[src/rtl/piso_pkg.sv]
// Shared types and constants for the parallel-in, serial-out transmitter.
package piso_pkg;

    localparam int unsigned DEFAULT_N = 8;

    typedef enum logic {
        IDLE  = 1'b0,
        SHIFT = 1'b1
    } state_t;

endpackage

[src/rtl/piso_tx_if.sv]
// Word handshake plus serial output bundle; master is the word source, slave is the transmitter.
interface piso_tx_if
    import piso_pkg::*;
#(
    parameter int unsigned N = DEFAULT_N
);
    logic [N-1:0] in_data;
    logic         in_valid;
    logic         in_ready;
    logic         ser_out;
    logic         ser_valid;
    logic         ser_last;
    logic         busy;

    modport master (
        output in_data, in_valid,
        input  in_ready, ser_out, ser_valid, ser_last, busy
    );

    modport slave (
        input  in_data, in_valid,
        output in_ready, ser_out, ser_valid, ser_last, busy
    );
endinterface

[src/rtl/piso_tx.sv]
// Parallel-in, serial-out transmitter: one N-bit word per handshake, one bit per clock,
// gapless when the next word is offered on the last bit.
module piso_tx
    import piso_pkg::*;
#(
    parameter int unsigned N         = DEFAULT_N,
    parameter bit          MSB_FIRST = 1'b1
) (
    input logic       clk,
    input logic       reset_n,
    piso_tx_if.slave  bus
);
    localparam int unsigned CW = $clog2(N);

    state_t        state;
    logic [N-1:0]  sreg;
    logic [N-1:0]  sreg_shift;
    logic [CW-1:0] cnt;
    logic          out_q;
    logic          valid_q;
    logic          last_q;
    logic          busy_q;
    logic          xfer;

    // Bit at the output end of a word
    function automatic logic out_bit(input logic [N-1:0] w);
        return MSB_FIRST ? w[N-1] : w[0];
    endfunction

    always_comb begin
        sreg_shift = MSB_FIRST ? {sreg[N-2:0], 1'b0} : {1'b0, sreg[N-1:1]};
    end

    // Ready is a decode of registered state only; last_q implies SHIFT at count N-1
    assign bus.in_ready = (state == IDLE) || last_q;
    assign xfer         = bus.in_valid && bus.in_ready;

    always_ff @(posedge clk or negedge reset_n) begin
        if (!reset_n) begin
            state   <= IDLE;
            sreg    <= '0;
            cnt     <= '0;
            out_q   <= 1'b0;
            valid_q <= 1'b0;
            last_q  <= 1'b0;
            busy_q  <= 1'b0;
        end else if (xfer) begin
            state   <= SHIFT;
            sreg    <= bus.in_data;
            cnt     <= '0;
            out_q   <= out_bit(bus.in_data);
            valid_q <= 1'b1;
            last_q  <= 1'b0;
            busy_q  <= 1'b1;
        end else if (state == SHIFT && !last_q) begin
            sreg    <= sreg_shift;
            cnt     <= cnt + CW'(1);
            out_q   <= out_bit(sreg_shift);
            last_q  <= (cnt == CW'(N - 2));
        end else if (last_q) begin
            // Final bit shown with no follow-on word: drop back to idle
            state   <= IDLE;
            out_q   <= 1'b0;
            valid_q <= 1'b0;
            last_q  <= 1'b0;
            busy_q  <= 1'b0;
        end
    end

    assign bus.ser_out   = out_q;
    assign bus.ser_valid = valid_q;
    assign bus.ser_last  = last_q;
    assign bus.busy      = busy_q;

endmodule

[src/flat_wrapper.sv]
// flat-port wrapper written by rule: the top's interface ports become plain ports
module piso_tx_flat import piso_pkg::*;
#(
    parameter int unsigned N         = DEFAULT_N,
    parameter bit          MSB_FIRST = 1'b1
)
  (clk, reset_n, bus_in_data, bus_in_valid, bus_in_ready, bus_ser_out, bus_ser_valid, bus_ser_last, bus_busy);
  piso_tx_if #(.N(N)) bus_i ();
  input logic clk;
  input logic reset_n;
  input wire logic [$bits(bus_i.in_data)-1:0] bus_in_data;
  input wire logic [$bits(bus_i.in_valid)-1:0] bus_in_valid;
  output wire logic [$bits(bus_i.in_ready)-1:0] bus_in_ready;
  output wire logic [$bits(bus_i.ser_out)-1:0] bus_ser_out;
  output wire logic [$bits(bus_i.ser_valid)-1:0] bus_ser_valid;
  output wire logic [$bits(bus_i.ser_last)-1:0] bus_ser_last;
  output wire logic [$bits(bus_i.busy)-1:0] bus_busy;
  assign bus_i.in_data = bus_in_data;
  assign bus_i.in_valid = bus_in_valid;
  assign bus_in_ready = bus_i.in_ready;
  assign bus_ser_out = bus_i.ser_out;
  assign bus_ser_valid = bus_i.ser_valid;
  assign bus_ser_last = bus_i.ser_last;
  assign bus_busy = bus_i.busy;
  piso_tx #(.N(N), .MSB_FIRST(MSB_FIRST)) u_core (.clk(clk), .reset_n(reset_n), .bus(bus_i));
endmodule
[config.mk]
export PLATFORM = sky130hd
export DESIGN_NAME = piso_tx_flat
export DESIGN_NICKNAME = d
export VERILOG_FILES = /design/src/rtl/piso_pkg.sv /design/src/rtl/piso_tx_if.sv /design/src/rtl/piso_tx.sv /design/src/flat_wrapper.sv
export SDC_FILE = /design/constraint.sdc
export NUM_CORES = 1
export LEC_CHECK = 0
export ABC_AREA = 0
export BUFFER_PORTS_ARGS = -buffer_cell sky130_fd_sc_hd__clkbuf_2
export CAP_MARGIN = 20
export CORE_ASPECT_RATIO = 0.6
export CORE_MARGIN = 3
export CORE_UTILIZATION = 25
export DETAILED_ROUTE_END_ITERATION = 16
export PLACE_DENSITY = 0.55
export SYNTH_ARGS = -nofsm -noshare
export SYNTH_HDL_FRONTEND = slang
export SYNTH_SLANG_ARGS = --single-unit
[constraint.sdc]
create_clock -name clk -period 1 [get_ports clk]
set_input_delay 0.2 -clock clk [delete_from_list [all_inputs] [get_ports clk]]
set_output_delay 0.2 -clock clk [all_outputs]
set_load 0.05 [all_outputs]
==> key figures <==
Run status
  – Result of the run: finished with violations
  – Violated checks: setup timing

Synth
  – Count of cell types in the netlist: 20
  – Mean cell area of the mapped netlist: roughly 12 um^2
  – Instance count of the mapped netlist: 53
  – Net count after synthesis: 66
  – Synth Flop Type: dfrtp_1
  – Synth Register Bits: 13
  – Sequential cell area fraction in the yosys report: about half
  – Number of synthesized flops with an enable pin: 0
  – Number of warnings reported in the yosys synthesis log: 0
  – Proportion of synthesized flip-flops having asynchronous set or reset: 100%
  – Leading post-synthesis cells by cell area: dfrtp_1, mux2i_1, nand2_1
  – Post-synthesis cell type with the largest combined area: dfrtp_1
  – Most used standard cell by instance count after synthesis: dfrtp_1
  – Commonest cells in the synthesized netlist: dfrtp_1, mux2i_1, nand2_1
  – Fraction of synthesized cell area taken by the top area cell type: 51.2%
  – Mapped cell area: approximately 640 um^2

Die
  – Die Span X: 71.1 um
  – Area of the die: between 0.003 and 0.004 mm^2
  – Initial Utilization: between 20 and 30%
  – Standard-cell row count: 13
  – Die Y: about 45 um
  – Core area: 0.00229 mm^2
  – Count of boundary I/O pins: 16

Detailed routing
  – Avg WL per Cell: 11.5 um
  – Antenna-violating nets left: 0
  – Detail-routed via count per cell: 4.20
  – Post-detailed-route DRC marker count: 0
  – Vias: 470
  – Total iterations of the first detailed-routing run: 4
  – Total Routed Length: between 1 and 1.5 mm
  – Number of violations reported at the end of detailed-routing iteration 0: 6

Placement
  – Total half-perimeter wirelength after legalization and detailed placement: roughly 950 um
  – Number of port buffers: 15
  – Total instance count after detailed placement: slightly above 100
  – Placer congestion estimate: between 0.6 and 0.7
  – Setup WS pre-CTS: -55.1 ps
  – Total cell area at the placement stage: 786 um^2

STA
  – Setup repair after global routing missed its margin: true
  – Final-report setup violation count: 17
  – Final hold violations: 0
  – Max transition margin: approximately 77%
  – Minimum setup slack in the final design: -222 ps
  – Achievable clock frequency: just over 0.8 GHz
  – Minimum clock period after layout: 1220 ps
  – Final count of pins violating max slew: 0
  – Share of the clock period used by the worst path: 122%
  – Setup clock skew after layout: 1.11 ps
  – Slew @ Worst Pin: around 350 ps

Job
  – Count of max-cap constraint violations: 0

Min path
  – Class of the worst hold path: in2reg

Power and ir drop
  – Max IR drop VDD: ~1100 uV
  – Power after layout: about 3.2 mW
  – Power density cells: around 3200 mW/mm^2
  – Static leakage: between 0.5 and 0.6 nW

Clocking
  – Sinks on Clock Net: 13
  – Root buf cell: clkbuf_8
  – H-tree levels: 1
  – Clk_lat worst skew: 240 ps
  – Clk pin slew, worst setup/hold paths: about 50 ps
  – Number of CTS-inserted buffers: 3
  – Clock Path Buffers: 2
  – TritonCTS clock tree: built

Finish
  – Area of all sequential standard cells: roughly 330 um^2
  – Footprint of the multi-input gates: about 290 um^2
  – Layout cells sized above 1: roughly 55%
  – Non-filler cells in the finished layout: 112
  – Area of all placed cells without fillers: 0.00101 mm^2
  – Layout fillers: between 200 and 250
  – Post-layout net count: 96
  – # diodes: 0
  – Area growth, synth to finish: 58.5%
  – Utilization after layout: 43.9%

Global route
  – Global routing usage summed across all routing layers: a little under a tenth
  – Antenna violations before repair: 0
  – Global route overflow: 0
  – Number of global-route vias before repair: between 400 and 500
  – Pin count of the biggest net entering global routing: 14
  – Wire length of the first global-routing pass: about 2.2 mm

Critical path
  – Crit Path Max Fanout: 2
  – Critical path start-end classification: reg2out
  – Internal reg-to-reg setup slack: -180 ps
  – Kind of end point of the critical path: output port
  – Worst path arrival time: 1020 ps
  – Type of origin of the critical path: register
  – Required time of the critical path: around 800 ps
[registers in the layout, indices dropped and copies added, names as in the netlist]
register,flops
u_core.sreg,7
u_core.cnt,3
u_core.bus.ser_last,1
u_core.bus.ser_out,1
u_core.bus.ser_valid,1
[worst max-delay path, cell delays in order, from the launching register on]
cell,delay (ps)
dfrtp_2,420
nor2b_4,160
inv_6,40
clkbuf_16,160
[layer usage]
layer / vias up / global-route usage (%) / wire length, um
li1: 236 / - / -
met3: 0 / 5.33 / 104
met5: - / 0 / 0
met1: 219 / 11.7 / 624
met2: 15 / 14.2 / 560
met4: 0 / 0 / 0
[cell families after synthesis]
group	synth area share [%]
flops	51.2
simple gates	14.4
fa+ha+maj	3.94
compound gates	10.0
buf+inv	6.50
mux	12.6
xor+xnor	1.38
[placed cells by master, fill, tap and decap left out, types with 2 or more instances in the layout]
cell       count
nand2_2        3
ha_1           2
buf_8          3
nand2_1        4
clkbuf_16      3
dfrtp_1       11
buf_6          2
clkbuf_8       3
inv_1          2
o21ai_2        3
o21ai_1        4
buf_4          8
mux2i_1        8
dfrtp_2        2
clkbuf_2      10
[layout make-up]
| class | instances | share of cell area, % |
|---|---|---|
| flip-flops and latches | 13 | 32.5 |
| repair buffers | 28 | 29.3 |
| inverters | 3 | 1.61 |
| clock buffers | 4 | 4.47 |
| well taps | 30 | 3.73 |
| multi-input cells | 34 | 28.3 |
[final timing paths]
check | from | to | cells past startpoint
max in group asynchronous | reset_n | u_core.bus.ser_valid | 2
min reg2reg | u_core.sreg[3] | u_core.sreg[4] | 2
max reg2reg | u_core.bus.ser_last | u_core.sreg[1] | 4
max | u_core.bus.ser_last | bus_in_ready | 3
min | bus_in_data[7] | u_core.bus.ser_out | 3
min in group asynchronous | reset_n | u_core.sreg[0] | 2
[power breakdown]
part	internal (mW)	switching, mW	leakage (nW)
clock	0.280	0.169	0.0228
sequential	0.737	0.145	0.164
combinational	1.05	0.815	0.321
total	2.07	1.13	0.508
[through the flow]
step                      setup TNS, ps  hold WS, ps
after floorplan                   -2350        -95.6
after global placement             -107          117
after detailed placement           -219          120
after CTS                         -2390          199
after global routing              -3160          207
final                             -2380          201
[repair_timing]
| action | in CTS | in global routing |
|---|---|---|
| setup buffers | 3 | 1 |
| hold endpoints to repair | 13 | 0 |
| pin swaps | 1 | 0 |
| cloned | 1 | 0 |
| hold buffers | 1 | 0 |
| resized for setup | 19 | 2 |
| setup endpoints to repair | 15 | 18 |
No activity file was read; power rests on OpenSTA's default activity.
